==> src/rtl/emulib_ckpt_pkg.sv <==
// Shared definitions for the checkpoint sequencer: host register map, bit positions,
// FSM encoding and the scan-chain DMA_CTRL command layout.
package emulib_ckpt_pkg;

    localparam logic [5:0] REG_CTRL     = 6'h00;
    localparam logic [5:0] REG_STATUS   = 6'h04;
    localparam logic [5:0] REG_INTERVAL = 6'h08;
    localparam logic [5:0] REG_CYCLE_LO = 6'h0C;
    localparam logic [5:0] REG_CYCLE_HI = 6'h10;
    localparam logic [5:0] REG_CKPT_CNT = 6'h14;

    localparam int CTRL_RUN     = 0;
    localparam int CTRL_SAVE    = 1;
    localparam int CTRL_RESTORE = 2;
    localparam int CTRL_AUTO_EN = 3;

    localparam int STAT_BUSY      = 0;
    localparam int STAT_DONE      = 1;
    localparam int STAT_ERR       = 2;
    localparam int STAT_STATE_LSB = 4;

    typedef enum logic [2:0] {
        ST_IDLE      = 3'd0,
        ST_WAIT_IDLE = 3'd1,
        ST_START     = 3'd2,
        ST_POLL      = 3'd3,
        ST_DONE      = 3'd4
    } ckpt_state_e;

    localparam logic [5:0] SC_DMA_CTRL    = 6'h00;
    localparam int         SC_RUNNING_BIT = 0;
    localparam int         SC_DIR_BIT     = 1;

    // DMA_CTRL command word: start bit plus transfer direction (1 = restore / scan-in)
    function automatic logic [31:0] sc_dma_cmd(input logic dir);
        logic [31:0] cmd;
        cmd                 = '0;
        cmd[SC_RUNNING_BIT] = 1'b1;
        cmd[SC_DIR_BIT]     = dir;
        return cmd;
    endfunction

endpackage

==> src/rtl/emulib_ckpt_timer.sv <==
// Emulated-cycle bookkeeping: 64-bit cycle counter, auto-checkpoint interval
// counter and the pending-request flag it raises.
module emulib_ckpt_timer #(
    parameter int INTERVAL_WIDTH = 32
) (
    input  logic                      clk,
    input  logic                      rst_n,
    input  logic                      clk_en,
    input  logic                      auto_en,
    input  logic [INTERVAL_WIDTH-1:0] interval,
    input  logic                      pend_clr,
    input  logic                      cyc_lo_we,
    input  logic                      cyc_hi_we,
    input  logic [31:0]               cyc_wdata,
    output logic [63:0]               cycle_cnt,
    output logic                      auto_pend
);

    logic [INTERVAL_WIDTH-1:0] ivl_cnt;
    logic [INTERVAL_WIDTH-1:0] ivl_nxt;
    logic                      ivl_tick;
    logic                      ivl_hit;

    assign ivl_nxt  = ivl_cnt + INTERVAL_WIDTH'(1);
    assign ivl_tick = clk_en && auto_en && (interval != '0);
    assign ivl_hit  = ivl_tick && (ivl_nxt == interval);

    always_ff @(posedge clk or negedge rst_n) begin
        if (!rst_n) begin
            cycle_cnt <= '0;
        end else if (cyc_lo_we) begin
            cycle_cnt[31:0] <= cyc_wdata;
        end else if (cyc_hi_we) begin
            cycle_cnt[63:32] <= cyc_wdata;
        end else if (clk_en) begin
            cycle_cnt <= cycle_cnt + 64'd1;
        end
    end

    // A clear coinciding with a hit wins: the save that clears it has just started.
    always_ff @(posedge clk or negedge rst_n) begin
        if (!rst_n) begin
            ivl_cnt   <= '0;
            auto_pend <= 1'b0;
        end else begin
            if (ivl_hit) begin
                ivl_cnt <= '0;
            end else if (ivl_tick) begin
                ivl_cnt <= ivl_nxt;
            end
            if (pend_clr) begin
                auto_pend <= 1'b0;
            end else if (ivl_hit) begin
                auto_pend <= 1'b1;
            end
        end
    end

endmodule

==> src/rtl/emulib_ckpt_sequencer.sv <==
// Checkpoint save/restore sequencer: host register file, freeze/DMA/poll FSM with
// timeout, and emulated-clock gating toward the model.
module emulib_ckpt_sequencer
    import emulib_ckpt_pkg::*;
#(
    parameter int INTERVAL_WIDTH = 32,
    parameter int TIMEOUT_CYCLES = 65535
) (
    input  logic        host_clk,
    input  logic        host_rst_n,
    input  logic        ctrl_wen,
    input  logic [5:0]  ctrl_waddr,
    input  logic [31:0] ctrl_wdata,
    input  logic        ctrl_ren,
    input  logic [5:0]  ctrl_raddr,
    output logic [31:0] ctrl_rdata,
    input  logic        emu_idle,
    output logic        emu_clk_en,
    output logic        sc_wen,
    output logic [5:0]  sc_waddr,
    output logic [31:0] sc_wdata,
    output logic        sc_ren,
    output logic [5:0]  sc_raddr,
    input  logic [31:0] sc_rdata,
    output logic        irq
);

    localparam int             TW       = $clog2(TIMEOUT_CYCLES + 1);
    localparam logic [TW-1:0]  TMO_LAST = TW'(TIMEOUT_CYCLES - 1);

    ckpt_state_e               state, state_d;
    logic                      dir, dir_d;
    logic                      run, run_d;
    logic                      auto_en;
    logic [INTERVAL_WIDTH-1:0] interval;
    logic                      done, err;
    logic [31:0]               ckpt_cnt;
    logic [TW-1:0]             tmo_cnt;
    logic                      tmo_expired;
    logic                      save_start, abort, done_evt;
    logic                      busy;
    logic [63:0]               cycle_cnt;
    logic                      auto_pend;
    logic                      unused_sc;

    logic wr_ctrl, wr_status, wr_interval, cyc_wr_ok;
    logic req_save, req_restore;

    assign wr_ctrl     = ctrl_wen && (ctrl_waddr == REG_CTRL);
    assign wr_status   = ctrl_wen && (ctrl_waddr == REG_STATUS);
    assign wr_interval = ctrl_wen && (ctrl_waddr == REG_INTERVAL);
    assign req_save    = wr_ctrl && ctrl_wdata[CTRL_SAVE];
    assign req_restore = wr_ctrl && ctrl_wdata[CTRL_RESTORE];
    assign busy        = (state != ST_IDLE);
    assign cyc_wr_ok   = !busy && !run;
    assign tmo_expired = (tmo_cnt == TMO_LAST);
    assign unused_sc   = ^sc_rdata[31:1];

    always_comb begin
        state_d    = state;
        dir_d      = dir;
        save_start = 1'b0;
        abort      = 1'b0;
        done_evt   = 1'b0;
        case (state)
            ST_IDLE: begin
                if (req_restore) begin
                    state_d = ST_WAIT_IDLE;
                    dir_d   = 1'b1;
                end else if (req_save || auto_pend) begin
                    state_d    = ST_WAIT_IDLE;
                    dir_d      = 1'b0;
                    save_start = 1'b1;
                end
            end
            ST_WAIT_IDLE: begin
                if (emu_idle) begin
                    state_d = ST_START;
                end else if (tmo_expired) begin
                    state_d = ST_IDLE;
                    abort   = 1'b1;
                end
            end
            ST_START: state_d = ST_POLL;
            ST_POLL: begin
                // Completion seen on the last allowed poll still counts as success
                if (!sc_rdata[SC_RUNNING_BIT]) begin
                    state_d = ST_DONE;
                end else if (tmo_expired) begin
                    state_d = ST_IDLE;
                    abort   = 1'b1;
                end
            end
            ST_DONE: begin
                state_d  = ST_IDLE;
                done_evt = 1'b1;
            end
            default: state_d = ST_IDLE;
        endcase

        run_d = run;
        if (wr_ctrl) run_d = ctrl_wdata[CTRL_RUN];
        if (abort)   run_d = 1'b0;
    end

    always_ff @(posedge host_clk or negedge host_rst_n) begin
        if (!host_rst_n) begin
            state      <= ST_IDLE;
            dir        <= 1'b0;
            run        <= 1'b0;
            auto_en    <= 1'b0;
            interval   <= '0;
            done       <= 1'b0;
            err        <= 1'b0;
            ckpt_cnt   <= '0;
            tmo_cnt    <= '0;
            emu_clk_en <= 1'b0;
        end else begin
            state      <= state_d;
            dir        <= dir_d;
            run        <= run_d;
            emu_clk_en <= run_d && (state_d == ST_IDLE);
            if (wr_ctrl)     auto_en  <= ctrl_wdata[CTRL_AUTO_EN];
            if (wr_interval) interval <= INTERVAL_WIDTH'(ctrl_wdata);
            // Hardware set beats a simultaneous W1C
            done <= done_evt | (done & ~(wr_status & ctrl_wdata[STAT_DONE]));
            err  <= abort    | (err  & ~(wr_status & ctrl_wdata[STAT_ERR]));
            if (done_evt) ckpt_cnt <= ckpt_cnt + 32'd1;
            if ((state_d != state) && ((state_d == ST_WAIT_IDLE) || (state_d == ST_POLL))) begin
                tmo_cnt <= '0;
            end else if ((state == ST_WAIT_IDLE) || (state == ST_POLL)) begin
                tmo_cnt <= tmo_cnt + TW'(1);
            end
        end
    end

    emulib_ckpt_timer #(
        .INTERVAL_WIDTH (INTERVAL_WIDTH)
    ) u_timer (
        .clk       (host_clk),
        .rst_n     (host_rst_n),
        .clk_en    (emu_clk_en),
        .auto_en   (auto_en),
        .interval  (interval),
        .pend_clr  (save_start || (wr_ctrl && !ctrl_wdata[CTRL_AUTO_EN])),
        .cyc_lo_we (ctrl_wen && (ctrl_waddr == REG_CYCLE_LO) && cyc_wr_ok),
        .cyc_hi_we (ctrl_wen && (ctrl_waddr == REG_CYCLE_HI) && cyc_wr_ok),
        .cyc_wdata (ctrl_wdata),
        .cycle_cnt (cycle_cnt),
        .auto_pend (auto_pend)
    );

    assign sc_wen   = (state == ST_START);
    assign sc_ren   = (state == ST_POLL);
    assign sc_waddr = SC_DMA_CTRL;
    assign sc_raddr = SC_DMA_CTRL;
    assign sc_wdata = sc_dma_cmd(dir);
    assign irq      = done | err;

    always_comb begin
        ctrl_rdata = '0;
        if (ctrl_ren) begin
            case (ctrl_raddr)
                REG_CTRL: begin
                    ctrl_rdata[CTRL_RUN]     = run;
                    ctrl_rdata[CTRL_AUTO_EN] = auto_en;
                end
                REG_STATUS: begin
                    ctrl_rdata[STAT_BUSY] = busy;
                    ctrl_rdata[STAT_DONE] = done;
                    ctrl_rdata[STAT_ERR]  = err;
                    ctrl_rdata[STAT_STATE_LSB +: 3] = state;
                end
                REG_INTERVAL: ctrl_rdata = 32'(interval);
                REG_CYCLE_LO: ctrl_rdata = cycle_cnt[31:0];
                REG_CYCLE_HI: ctrl_rdata = cycle_cnt[63:32];
                REG_CKPT_CNT: ctrl_rdata = ckpt_cnt;
                default:      ctrl_rdata = '0;
            endcase
        end
    end

endmodule

==> config.mk <==
export PLATFORM = sky130hd
export DESIGN_NAME = emulib_ckpt_sequencer
export DESIGN_NICKNAME = d
export VERILOG_FILES = /design/src/rtl/emulib_ckpt_pkg.sv /design/src/rtl/emulib_ckpt_timer.sv /design/src/rtl/emulib_ckpt_sequencer.sv
export SDC_FILE = /design/constraint.sdc
export NUM_CORES = 1
export LEC_CHECK = 0
export BUFFER_PORTS_ARGS = -buffer_cell sky130_fd_sc_hd__buf_2
export CAP_MARGIN = 20
export CORE_UTILIZATION = 35
export CTS_CLUSTER_DIAMETER = 200
export DETAILED_ROUTE_END_ITERATION = 7
export MAX_ROUTING_LAYER = met4
export PLACE_DENSITY = 0.51
export SETUP_SLACK_MARGIN = 0.2
export SKIP_LAST_GASP = 1
export SYNTH_ARGS = -nofsm -noshare
export SYNTH_HDL_FRONTEND = slang
export SYNTH_SLANG_ARGS = --single-unit
==> constraint.sdc <==
create_clock -name host_clk -period 3.8 [get_ports host_clk]
set_input_delay 0.76 -clock host_clk [delete_from_list [all_inputs] [get_ports host_clk]]
set_output_delay 0.76 -clock host_clk [all_outputs]
set_load 0.005 [all_outputs]
Word level (Yosys, flattened, before mapping)

Cells that the tools add are included.
W data, S select, Z words.

Reductions and logical operators: 38
$add $sub $neg: 4
Equality and inequality tests: 19
Mux-type cells: 34
Bitwise gates (word level): 10

Operators with widths:

| cell                    | count |
|---|---|
| $mux W32                | 6 |
| $pmux W25 S4            | 1 |
| $add A32 B1 Y32 const B | 2 |
| $add A64 B1 Y64 const B | 1 |
| $mux W64                | 1 |
| $eq A32 B32 Y1          | 1 |
| $mux W16                | 2 |
| $reduce_bool A32 Y1     | 1 |
| $eq A6 B4 Y1 const B    | 4 |
| $eq A6 B5 Y1 const B    | 3 |
| $add A16 B1 Y16 const B | 1 |
| $eq A16 B16 Y1 const B  | 1 |
| $logic_and A1 B1 Y1     | 16 |
| $mux W3                 | 5 |
| $pmux W3 S5             | 1 |
| $mux W1                 | 13 |
| $eq A6 B3 Y1 const B    | 2 |
| $logic_not A6 Y1        | 2 |
| $pmux W3 S4             | 1 |
| $reduce_bool A2 Y1      | 6 |
| $pmux W2 S5             | 1 |
| $eq A3 B2 Y1 const B    | 3 |
| $eq A3 B1 Y1 const B    | 2 |
| $logic_not A3 Y1        | 2 |
| other kinds (13)        | 27 |

Flip-flop bits (word level): 186
Output and inout port bits: 80
Bits of input ports: 81

Logic depth before layout (Yosys ltp)

Gate-level depths: netlist (run 1).

Depth in word-level cells: 11
Gate-level depth with buffers: 14
Depth with buffers taken out: 10

Cells and area by module

Synthesis (run 1) repeated with hierarchy kept, for this count alone.

Cells, all modules: 1343
Area, all modules: 12215.5 um^2

Modules (own cells, without submodules):

| module                | instances | seq. area each (um^2) | cells each | area each (um^2) |
|---|---|---|---|---|
| emulib_ckpt_timer     | 1         | 2427.3                | 798        | 6759.0 |
| emulib_ckpt_sequencer | 1         | 2227.1                | 545        | 5456.5 |

Worst setup path after synthesis (run 1)

No wires, ideal clock.

Path type: input-to-output
Start point: input port ctrl_raddr[1]
End point: output port ctrl_rdata[19]
Cell stages on the path: 7
Path buffers: 2
Setup slack: 0.559 ns
Arrival time: 2.481 ns
Cells stage by stage: or3_1 -> nor3b_1 -> and2_1 -> clkbuf_1 -> clkbuf_1 -> a221oi_1 -> nor2_1

Word-level cells in the longest chain between the ends: 3
Elaborated cells on any way between the ends: 6
Those cells by class: eq/ne (4); mux (2)

RTL lines:

| item                                                | line                         | text |
|---|---|---|
| start: declaration                                  | emulib_ckpt_sequencer.sv:15  | `input logic [5:0] ctrl_raddr,` |
| $eq A6 B5 Y1 / $eq A6 B4 Y1 (equally long branches) | emulib_ckpt_sequencer.sv:163 | `case (ctrl_raddr)` |
| $pmux W25 S4 (*)                                    | emulib_ckpt_sequencer.sv:163 |  |
| $mux W32 (*)                                        | emulib_ckpt_sequencer.sv:162 | `if (ctrl_ren) begin` |
| end: declaration                                    | emulib_ckpt_sequencer.sv:16  | `output logic [31:0] ctrl_rdata,` |

Mark *: on every way between the ends. The rest lies on a longest branch, timed or not.

Worst setup path after layout (run 1)

Start point: input port ctrl_raddr[1]
End point: output port ctrl_rdata[5]

Word-level cells in the longest chain between the ends: 3
Elaborated cells on any way between the ends: 7
Those cells by class: eq/ne (5); mux (2)

RTL lines:

| item                                       | line |
|---|---|
| $eq A6 B5 Y1, or another cell as far along | emulib_ckpt_sequencer.sv:163 |
| $pmux W3 S5 (*)                            | emulib_ckpt_sequencer.sv:163 |
| $mux W32 (*)                               | emulib_ckpt_sequencer.sv:162 |

Marks and branches as above.

==> results of run 1 <==
power groups by stage:
| stage | logic [uW] | clock network [uW] | registers [uW] |
|---|---|---|---|
| finish | 952 | 1810 | 2600 |
| detailed placement | 945 | 0 | 2630 |
| floorplan | 714 | 0 | 2480 |
| global route | 1070 | 1930 | 2640 |
| global placement | 933 | 0 | 2630 |
| CTS | 954 | 1850 | 2590 |
placed cells by master, fill, tap and decap left out, drive strengths merged, types with 11 or more instances in the layout:
cell | synthesis | routed
xor2 | 54 | 54
nand3 | 65 | 65
and4 | 23 | 23
dfrtp | 186 | 186
a21o | 11 | 11
clkbuf | 56 | 22
nor2b | 11 | 11
or3 | 16 | 16
nor4 | 16 | 16
nor3 | 28 | 28
and2 | 14 | 14
a222oi | 13 | 13
a21oi | 90 | 90
and3 | 21 | 21
o22ai | 12 | 12
nor2 | 196 | 196
a22oi | 20 | 20
buf | 70 | 128
nand2 | 129 | 129
nand4 | 50 | 50
a221oi | 18 | 18
conb | 2 | 43
o21ai | 41 | 41
a22o | 15 | 15
xnor2 | 74 | 74
mux2 | 32 | 32
inv | 16 | 16
registers in the layout (all words and copies together), names as in the netlist, 3 cells and up:
signal	cells
u_timer.cycle_cnt	64
ckpt_cnt	32
interval	32
u_timer.ivl_cnt	32
tmo_cnt	16
state	3
per-stage QoR:
| step | total power, uW | cell area [sq um] | std cells | worst slack [ns] |
|---|---|---|---|---|
| floorplan | 3190 | 12100 | 1422 | 0.559 |
| global placement | 3570 | 12800 | 1873 | 0.0391 |
| detailed placement | 3580 | 12800 | 1873 | -0.0384 |
| CTS | 5400 | 13400 | 1905 | 0.365 |
| global route | 5640 | 13400 | 1905 | 0.204 |
| finish | 5360 | 13400 | 1905 | 0.333 |
worst max-delay path, stage by stage:
cell      delay, ns
buf_2          0.10
nor3_1         0.38
and2_1         0.21
nor2b_2        0.65
a222oi_1       0.25
a21oi_1        0.21
buf_2          0.14
metal layers:
metal | vias up | part of all wire
li1 | 5040 | -
met1 | 5264 | 0.47
met2 | 320 | 0.46
met3 | 38 | 0.047
met4 | 0 | 0.018
met5 | - | 0
final timing paths:
check / endpoint / start / slack [ns]
max in group asynchronous: interval[24]$_DFFE_PN0P_ / host_rst_n / 2.54
worst max register to register: u_timer.ivl_cnt[2]$_DFFE_PN0P_ / u_timer.ivl_cnt[5]$_DFFE_PN0P_ / 0.42
worst min-delay path: ckpt_cnt[29]$_DFFE_PN0P_ / host_rst_n / 0.30
worst min register to register: ckpt_cnt[26]$_DFFE_PN0P_ / ckpt_cnt[26]$_DFFE_PN0P_ / 0.50
min in group host_clk: ckpt_cnt[26]$_DFFE_PN0P_ / ckpt_cnt[26]$_DFFE_PN0P_ / 0.50
worst max-delay path: ctrl_rdata[5] / ctrl_raddr[1] / 0.33
cell type report:
class	instances	area, sq um	share of cell area
Multi-Input combinational cell	1094	6690	0.501
Sequential cell	186	4650	0.349
Timing Repair Buffer	129	812	0.0608
Tap cell	448	561	0.0420
Clock buffer	21	450	0.0337
Clock inverter	11	123	0.00918
Inverter	16	60.1	0.00450
repair_timing:
action	in CTS	in global routing
setup endpoints to repair	13	3
pin swaps	0	0
endpoints found under the hold margin	0	0
setup buffers	0	0
hold buffers	0	0
gates resized for setup	1	1
cell families (layout without fill, tap and decap cells):
logic type / count (synthesis) / after routing / share of synthesized area
adders and majority gates: 5 / 5 / 0.00524
xor gates and xnor gates: 128 / 128 / 0.0939
other: 2 / 43 / 0.000629
buffers and inverters: 142 / 177 / 0.0641
muxes: 36 / 36 / 0.0335
DFF: 186 / 186 / 0.390
AOI/OAI and AO/OA: 284 / 284 / 0.165
and+or+nand+nor: 598 / 598 / 0.248
==> flow_summary.ini, run 1 <==
[power_and_ir_drop]
switching_power_uw = 1740
p_leak_uw = 0.00558
p_per_area_nw_per_um2 = 401
peakVddDrop_uv = 310
pwr-share-comb = 0.178
clkPwrFrac = 0.338
p_seq_frac = 0.485
swShare = 0.324
p_int_uw = 3620

[setup_path]
cp_max_fo = 13
required_ns = 3.04
crit_path_end_kind = output pin
r2r_cells = 10
cp-start-kind = primary input
critPathKind = in2out
critPathArrivalTime_ns = 2.71

[sta]
rsz0062_at_grt = no
slew_violations = 0
whs_ns = 0.295
finalSetupTns_ns = 0
skew_ns = 0.0210
hold_viol = 0
slew_headroom = 0.471
period_needed_ns = 3.47
tightest_slew_ns = 0.793
max_freq_ghz = 0.288
period_share = 0.912
setup_viol = 0

[yosys]
synth_edf_count = 0
ys_top_cells_by_count = nor2_1, dfrtp_1, nand2_1
synth_area_per_cell_sq_um = 8.65
synthFlopType = dfrtp_1
seq_area_frac_synth = 0.390
yosys-top-cells-area = dfrtp_1, nor2_1, xnor2_1
syn_area_sq_um = 11900
synthArstFlopShare = 1.00
synthCells = 1381
synth_top_area_frac = 0.390
ys_ff_latch = 186
synth_most_common_cell = nor2_1
yosysTopAreaCell = dfrtp_1
synth.distinct_cells = 74
yosys_warnings = 0

[flow_run]
maxCapViolCount = 0

[clock_tree]
cts_max_level = 4
clk_latency_ns = 0.45
path_clk_slew_ns = 0.07
cts_tree = built
clockRootBuffer = clkbuf_16
cts_num_sinks = 186
cts_made_buffers = 17
clock_path_buffers = 2

[routing]
vias = 10700
dr.pass1.iters = 7
drc = 0
routed_wl_mm = 36.5
vias_per_cell = 5.60
drt_iter0_drc = 991
wl_per_cell_microns = 19.2
drtAntennaViolNets = 0

[final_layout]
num_antenna_cells = 0
drive_gt1_frac = 0.148
synthToLayoutAreaGrowth_pct = 11.8
fin_nets = 1530
n_fill_cell = 3466
final_core_util = 0.398

[floorplanning]
io_pins = 161
dieArea_sq_um = 34900
core_area_sq_um = 33500
die_h_microns = 187
die_w_microns = 187
row_count = 67
initial_core_util = 0.356

[global_route]
antenna_found_initial = 0
grt.met3_usage = 0.0307
busiest_layer = met2
first_global_vias = 10300
grtUsageTotal = 0.220
grtUsageMet2 = 0.337
grt_max_degree = 65
met1_usage = 0.303
overflow = 0
grt_pass1_wl_mm = 58.7

[min_path]
hold_path_class = in2async

[place]
io_buffers = 86
gp_congestion = 0.875
dp.final_hpwl_mm = 26.8

[status]
status = completed
Power figures use the tool's default switching activity.
==> run 2: changes to the inputs <==
--- a/config.mk
+++ b/config.mk
@@ -5,6 +5,7 @@
 export SDC_FILE = /design/constraint.sdc
 export NUM_CORES = 1
 export LEC_CHECK = 0
+export ABC_AREA = 1
 export BUFFER_PORTS_ARGS = -buffer_cell sky130_fd_sc_hd__buf_2
 export CAP_MARGIN = 20
 export CORE_UTILIZATION = 35
==> run 2 against run 1 <==
Against the previous run:
- register-to-register slack improved by 0.42 ns
- highest routed layer unchanged
- routed wire length grew 28%
- critical path depth up 3
- setup slack better by 0.22 ns
- sequential power increased by 6%
- clock power increased by 3%
- non-clock buffer count decreased by 25
- combinational power rose by 70%
- critical endpoint is now ctrl_rdata[2]
==> flow_summary.ini, run 2 <==
[status]
status = completed

[clock_tree]
cts_tree = built
clockRootBuffer = clkbuf_16
post_cts_resized = 0
cts_made_buffers = 17
cts_max_level = 4
path_clk_slew_ns = 0.07
clk_latency_ns = 0.46
clock_path_buffers = 2
hold_buffers = 0
postCtsSetupBuffers = 0
cts_num_sinks = 186

[final_layout]
synthToLayoutAreaGrowth_pct = 10.4
final_area_sq_um = 14500
fin_nets = 2088
mostFrequentLayoutCell = nand2_1
top_register = u_timer.cycle_cnt
largest_reg_flops = 64
num_antenna_cells = 0
layout_common_cells = nand2_1, inv_1, nor2_1, dfrtp_1, nand3_1
drive_gt1_frac = 0.0928

[yosys]
syn_area_sq_um = 13200
synthFlopType = dfrtp_1
seq_area_frac_synth = 0.354
synthMuxAreaShare = 0.000856
synth_top_area_frac = 0.354
yosys-top-cells-area = dfrtp_1, nand2_1, inv_1
synthAdderAreaFrac = 0.00475
yosys_warnings = 0
synthSimpleGateAreaFrac = 0.331
synth_edf_count = 0
synth.distinct_cells = 49
synth_xor_area_frac = 0.0651
synth_compound_area_frac = 0.126
synthCells = 1931
ys_ff_latch = 186
synthArstFlopShare = 1.00
synth_top_family_by_area = simple AND/OR/NAND/NOR gates
ys_top_cells_by_count = nand2_1, inv_1, nor2_1
yosysTopAreaCell = dfrtp_1
synth_area_per_cell_sq_um = 6.81
synth_most_common_cell = nand2_1

[global_route]
antenna_found_initial = 0
overflow = 0
grt_max_degree = 93
grt_pass1_wl_mm = 72.7
grtUsageTotal = 0.257
first_global_vias = 12300

[sta]
max_freq_ghz = 0.308
finalSetupTns_ns = 0
slew_violations = 0
rsz0062_at_grt = no
slew_headroom = 0.256
period_share = 0.854
tightest_slew_ns = 1.11
hold_viol = 0
setup_ws_ns = 0.553
setup_viol = 0
whs_ns = 0.397
skew_ns = 0.0136
period_needed_ns = 3.25

[power_and_ir_drop]
swShare = 0.390
switching_power_uw = 2440
clkPwrFrac = 0.298
p_seq_frac = 0.442
p_int_uw = 3810
peakVddDrop_uv = 348
p_leak_uw = 0.00672
p_per_area_nw_per_um2 = 430
pwr-share-comb = 0.259

[routing]
wl_per_cell_microns = 18.9
drt_iter0_drc = 1111
dr.pass1.iters = 5
vias_per_cell = 5.18
drc = 0
vias = 12900
drtAntennaViolNets = 0
routed_wl_mm = 46.9

[floorplanning]
die_w_microns = 196
dieArea_sq_um = 38400
die_h_microns = 196
core_area_sq_um = 36800
row_count = 70
initial_core_util = 0.358
io_pins = 161

[setup_path]
crit_path_end_kind = output pin
cp_max_fo = 28
required_ns = 3.04
cp-start-kind = primary input
critPathArrivalTime_ns = 2.49
critPathKind = in2out

[place]
dp.final_hpwl_mm = 36.8
io_buffers = 86
gp_congestion = 0.950
dpl-instance-area_sq_um = 13900
pre_cts_ws_ns = 0.486

[flow_run]
maxCapViolCount = 0

[min_path]
hold_path_class = in2async
==> run 2: cell types whose count changed after synthesis, sizes merged, moves of 56 or more <==
| cell | before | now |
|---|---|---|
| inv | 16 | 265 |
| nand2 | 129 | 522 |
| nand3 | 65 | 121 |
| nor2 | 196 | 259 |
| o21ai | 41 | 104 |
| xnor2 | 74 | 18 |
==> run 2: layer usage <==
layer | track usage | part of all wire | vias to the layer above
met1 | 0.344 | 0.47 | 6148
li1 | - | - | 6344
met3 | 0.0306 | 0.039 | 36
met5 | - | 0 | -
met2 | 0.411 | 0.47 | 342
met4 | 0.0694 | 0.020 | 0
==> run 2: cell families after synthesis <==
group / after synthesis
AOI/OAI and AO/OA: 268
buffers and inverters: 359
DFF: 186
adders and majority gates: 5
other: 2
xor gates and xnor gates: 93
muxes: 1
and+or+nand+nor: 1017
==> run 2: worst paths after layout <==
kind,startpoint,endpoint,slack [ns],cells past startpoint
setup / recovery,ctrl_raddr[1],ctrl_rdata[2],0.55,10
hold / removal,host_rst_n,tmo_cnt[11]$_DFFE_PN0P_,0.40,1
setup reg to reg,u_timer.ivl_cnt[0]$_DFFE_PN0P_,u_timer.ivl_cnt[4]$_DFFE_PN0P_,0.84,16
hold reg to reg,dir$_DFFE_PN0P_,dir$_DFFE_PN0P_,0.49,2
max in group asynchronous,host_rst_n,u_timer.cycle_cnt[57]$_DFFE_PN0P_,2.53,2
min in group host_clk,dir$_DFFE_PN0P_,dir$_DFFE_PN0P_,0.49,2
==> run 2: power by group through the flow <==
stage | clock, uW | combinational (uW) | sequential (uW)
global route | 1980 | 1830 | 2820
CTS | 1910 | 1610 | 2750
detailed placement | 0 | 1600 | 2780
global placement | 0 | 1580 | 2790
floorplan | 0 | 1170 | 2640
finish | 1860 | 1620 | 2760
==> run 2: layout make-up <==
type	instances	area, sq um
Clock buffer	18	439
Fill cell	4012	22300
Tap cell	468	586
Sequential cell	186	4650
Clock inverter	14	144
Timing Repair Buffer	104	587
Inverter	266	998
Multi-Input combinational cell	1427	7120
==> run 2: worst max-delay path: stages <==
cell and delay, ns:
buf_2 0.10, nor2_1 0.23, nand2_1 0.13, nor2_2 0.25
buf_4 0.34, inv_1 0.12, o22ai_1 0.21, a211oi_1 0.10
nor2_1 0.11, buf_2 0.13
==> run 2: stage by stage <==
stage               power [uW]  instances   util
finish                    6240       2483  0.395
global route              6630       2483  0.395
CTS                       6260       2483  0.395
detailed placement        4380       2451  0.379
global placement          4360       2451  0.379
floorplan                 3820       1972      -
==> run 3: changes to the inputs <==
--- a/config.mk
+++ b/config.mk
@@ -8,11 +8,13 @@
 export ABC_AREA = 1
 export BUFFER_PORTS_ARGS = -buffer_cell sky130_fd_sc_hd__buf_2
 export CAP_MARGIN = 20
+export CELL_PAD_IN_SITES_DETAIL_PLACEMENT = 0
+export CELL_PAD_IN_SITES_GLOBAL_PLACEMENT = 1
 export CORE_UTILIZATION = 35
 export CTS_CLUSTER_DIAMETER = 200
 export DETAILED_ROUTE_END_ITERATION = 7
 export MAX_ROUTING_LAYER = met4
-export PLACE_DENSITY = 0.51
+export PLACE_DENSITY_LB_ADDON = 0.1
 export SETUP_SLACK_MARGIN = 0.2
 export SKIP_LAST_GASP = 1
 export SYNTH_ARGS = -nofsm -noshare
==> run 3 against run 2 <==
Against the previous run:
- first-iteration DRC count is 6.0% lower
- critical endpoint is now ctrl_rdata[25]
- design area is 0.17% higher
- routed wire length is 2.4% higher
- sequential power hardly changed
- largest cell class unchanged
- clock skew is 0.0033 ns lower
==> flow_summary.ini, run 3 (same netlist as run 2, synthesis figures left out) <==
[setup_path]
cp_max_fo = 8
cp-start-kind = primary input
critPathArrivalTime_ns = 2.46
required_ns = 3.04
critPathKind = in2out
crit_path_end_kind = output pin
r2r-end = u_timer.ivl_cnt[23]$_DFFE_PN0P_
rrSetupSlack_ns = 0.88
r2r_cells = 15
timing.rr.start = u_timer.ivl_cnt[0]$_DFFE_PN0P_

[clock_tree]
postCtsSetupBuffers = 0
path_clk_slew_ns = 0.07
hold_buffers = 0
cts_made_buffers = 17
post_cts_resized = 0
clockRootBuffer = clkbuf_16
cts_tree = built
clk_latency_ns = 0.46
clock_path_buffers = 2
cts_num_sinks = 186
cts_max_level = 4

[min_path]
hold_path_class = in2async

[power_and_ir_drop]
peakVddDrop_uv = 321
p_per_area_nw_per_um2 = 430
p_leak_uw = 0.00673

[floorplanning]
dieArea_sq_um = 38400
die_w_microns = 196
core_area_sq_um = 36800
initial_core_util = 0.358
die_h_microns = 196
row_count = 70
io_pins = 161

[sta]
rsz0062_at_grt = no
whs_ns = 0.309
setup_viol = 0
finalSetupTns_ns = 0
hold_viol = 0
tightest_slew_ns = 0.973
slew_violations = 0
period_share = 0.847
skew_ns = 0.0103
period_needed_ns = 3.22
max_freq_ghz = 0.311
slew_headroom = 0.350

[final_layout]
drive_gt1_frac = 0.0937
fin_nets = 2090
layout_common_cells = nand2_1, inv_1, nor2_1, dfrtp_1, nand3_1
final-instance-count-excl-fill = 2485
largest_reg_flops = 64
top_register = u_timer.cycle_cnt
n_fill_cell = 4003
mostFrequentLayoutCell = nand2_1
synthToLayoutAreaGrowth_pct = 10.6
num_antenna_cells = 0

[routing]
wl_per_cell_microns = 19.3
drt_iter0_drc = 1044
vias_per_cell = 5.20
vias = 12900
routed_wl_mm = 48.1
dr.pass1.iters = 5
drc = 0
drtAntennaViolNets = 0

[global_route]
grt_pass1_wl_mm = 73.7
first_global_vias = 12300
grtUsageTotal = 0.263
antenna_found_initial = 0
overflow = 0
grt_max_degree = 73

[flow_run]
maxCapViolCount = 0

[place]
dp_cells = 2453
dp.final_hpwl_mm = 37.4
gp_congestion = 0.962
io_buffers = 86

[status]
status = completed
run 3: cell count changes in the layout (fill, tap and decap cells not counted), sizes merged:
cell,before,now
clkbuf,19,18
inv,275,274
clkinv,3,5
buf,103,105
run 3: worst max-delay path by stage:
| stage | startpoint | to | slack, ns | cells after the start |
|---|---|---|---|---|
| floorplan | ctrl_raddr[1] | ctrl_rdata[25] | 1.06 | 7 |
| global placement | ctrl_raddr[1] | ctrl_rdata[25] | 0.56 | 8 |
| detailed placement | ctrl_raddr[1] | ctrl_rdata[25] | 0.53 | 8 |
| CTS | ctrl_raddr[1] | ctrl_rdata[25] | 0.53 | 8 |
| global route | ctrl_raddr[1] | ctrl_rdata[25] | 0.39 | 8 |
| finish | ctrl_raddr[1] | ctrl_rdata[25] | 0.58 | 8 |
run 3: metal layers:
| layer | part of all wire | vias to the layer above | GRT usage | wire length (microns) |
|---|---|---|---|---|
| li1 | - | 6352 | - | - |
| met3 | 0.048 | 60 | 0.0340 | 2290 |
| met4 | 0.035 | 0 | 0.0998 | 1690 |
| met5 | 0 | - | - | 0 |
| met1 | 0.47 | 6141 | 0.353 | 22400 |
| met2 | 0.45 | 358 | 0.404 | 21700 |
run 3: metrics by stage:
step | total power, uW | setup WS (ns) | cell area (sq um) | utilization
global placement | 4360 | 0.556 | 14000 | 0.380
global route | 6640 | 0.392 | 14600 | 0.396
finish | 6270 | 0.580 | 14600 | 0.396
detailed placement | 4400 | 0.529 | 14000 | 0.380
floorplan | 3820 | 1.06 | 13300 | -
CTS | 6300 | 0.528 | 14600 | 0.396
run 3: worst max-delay path, cell delays in order:
cell and delay (ns):
buf_2 0.09, nor2_1 0.22, nand2_1 0.12, nor2_2 0.45, buf_4 0.23, nor2_1 0.06, a311oi_1 0.33, buf_2 0.18
run 3: power by group:
part           internal [uW]  total, uW  switching [uW]  leakage (uW)
Sequential              2320       2770             445       0.00249
Combinational            540       1620            1080       0.00395
Clock                    933       1880             949      0.000285
Total                   3790       6270            2470       0.00673
run 3: layout make-up:
class	count	area, sq um	area share
repair buffers	106	614	0.0422
clock buffers	17	425	0.0292
inverters	266	998	0.0686
flip-flops and latches	186	4650	0.320
well taps	468	586	0.0402
clock inverters	15	155	0.0107
multi-input cells	1427	7120	0.489
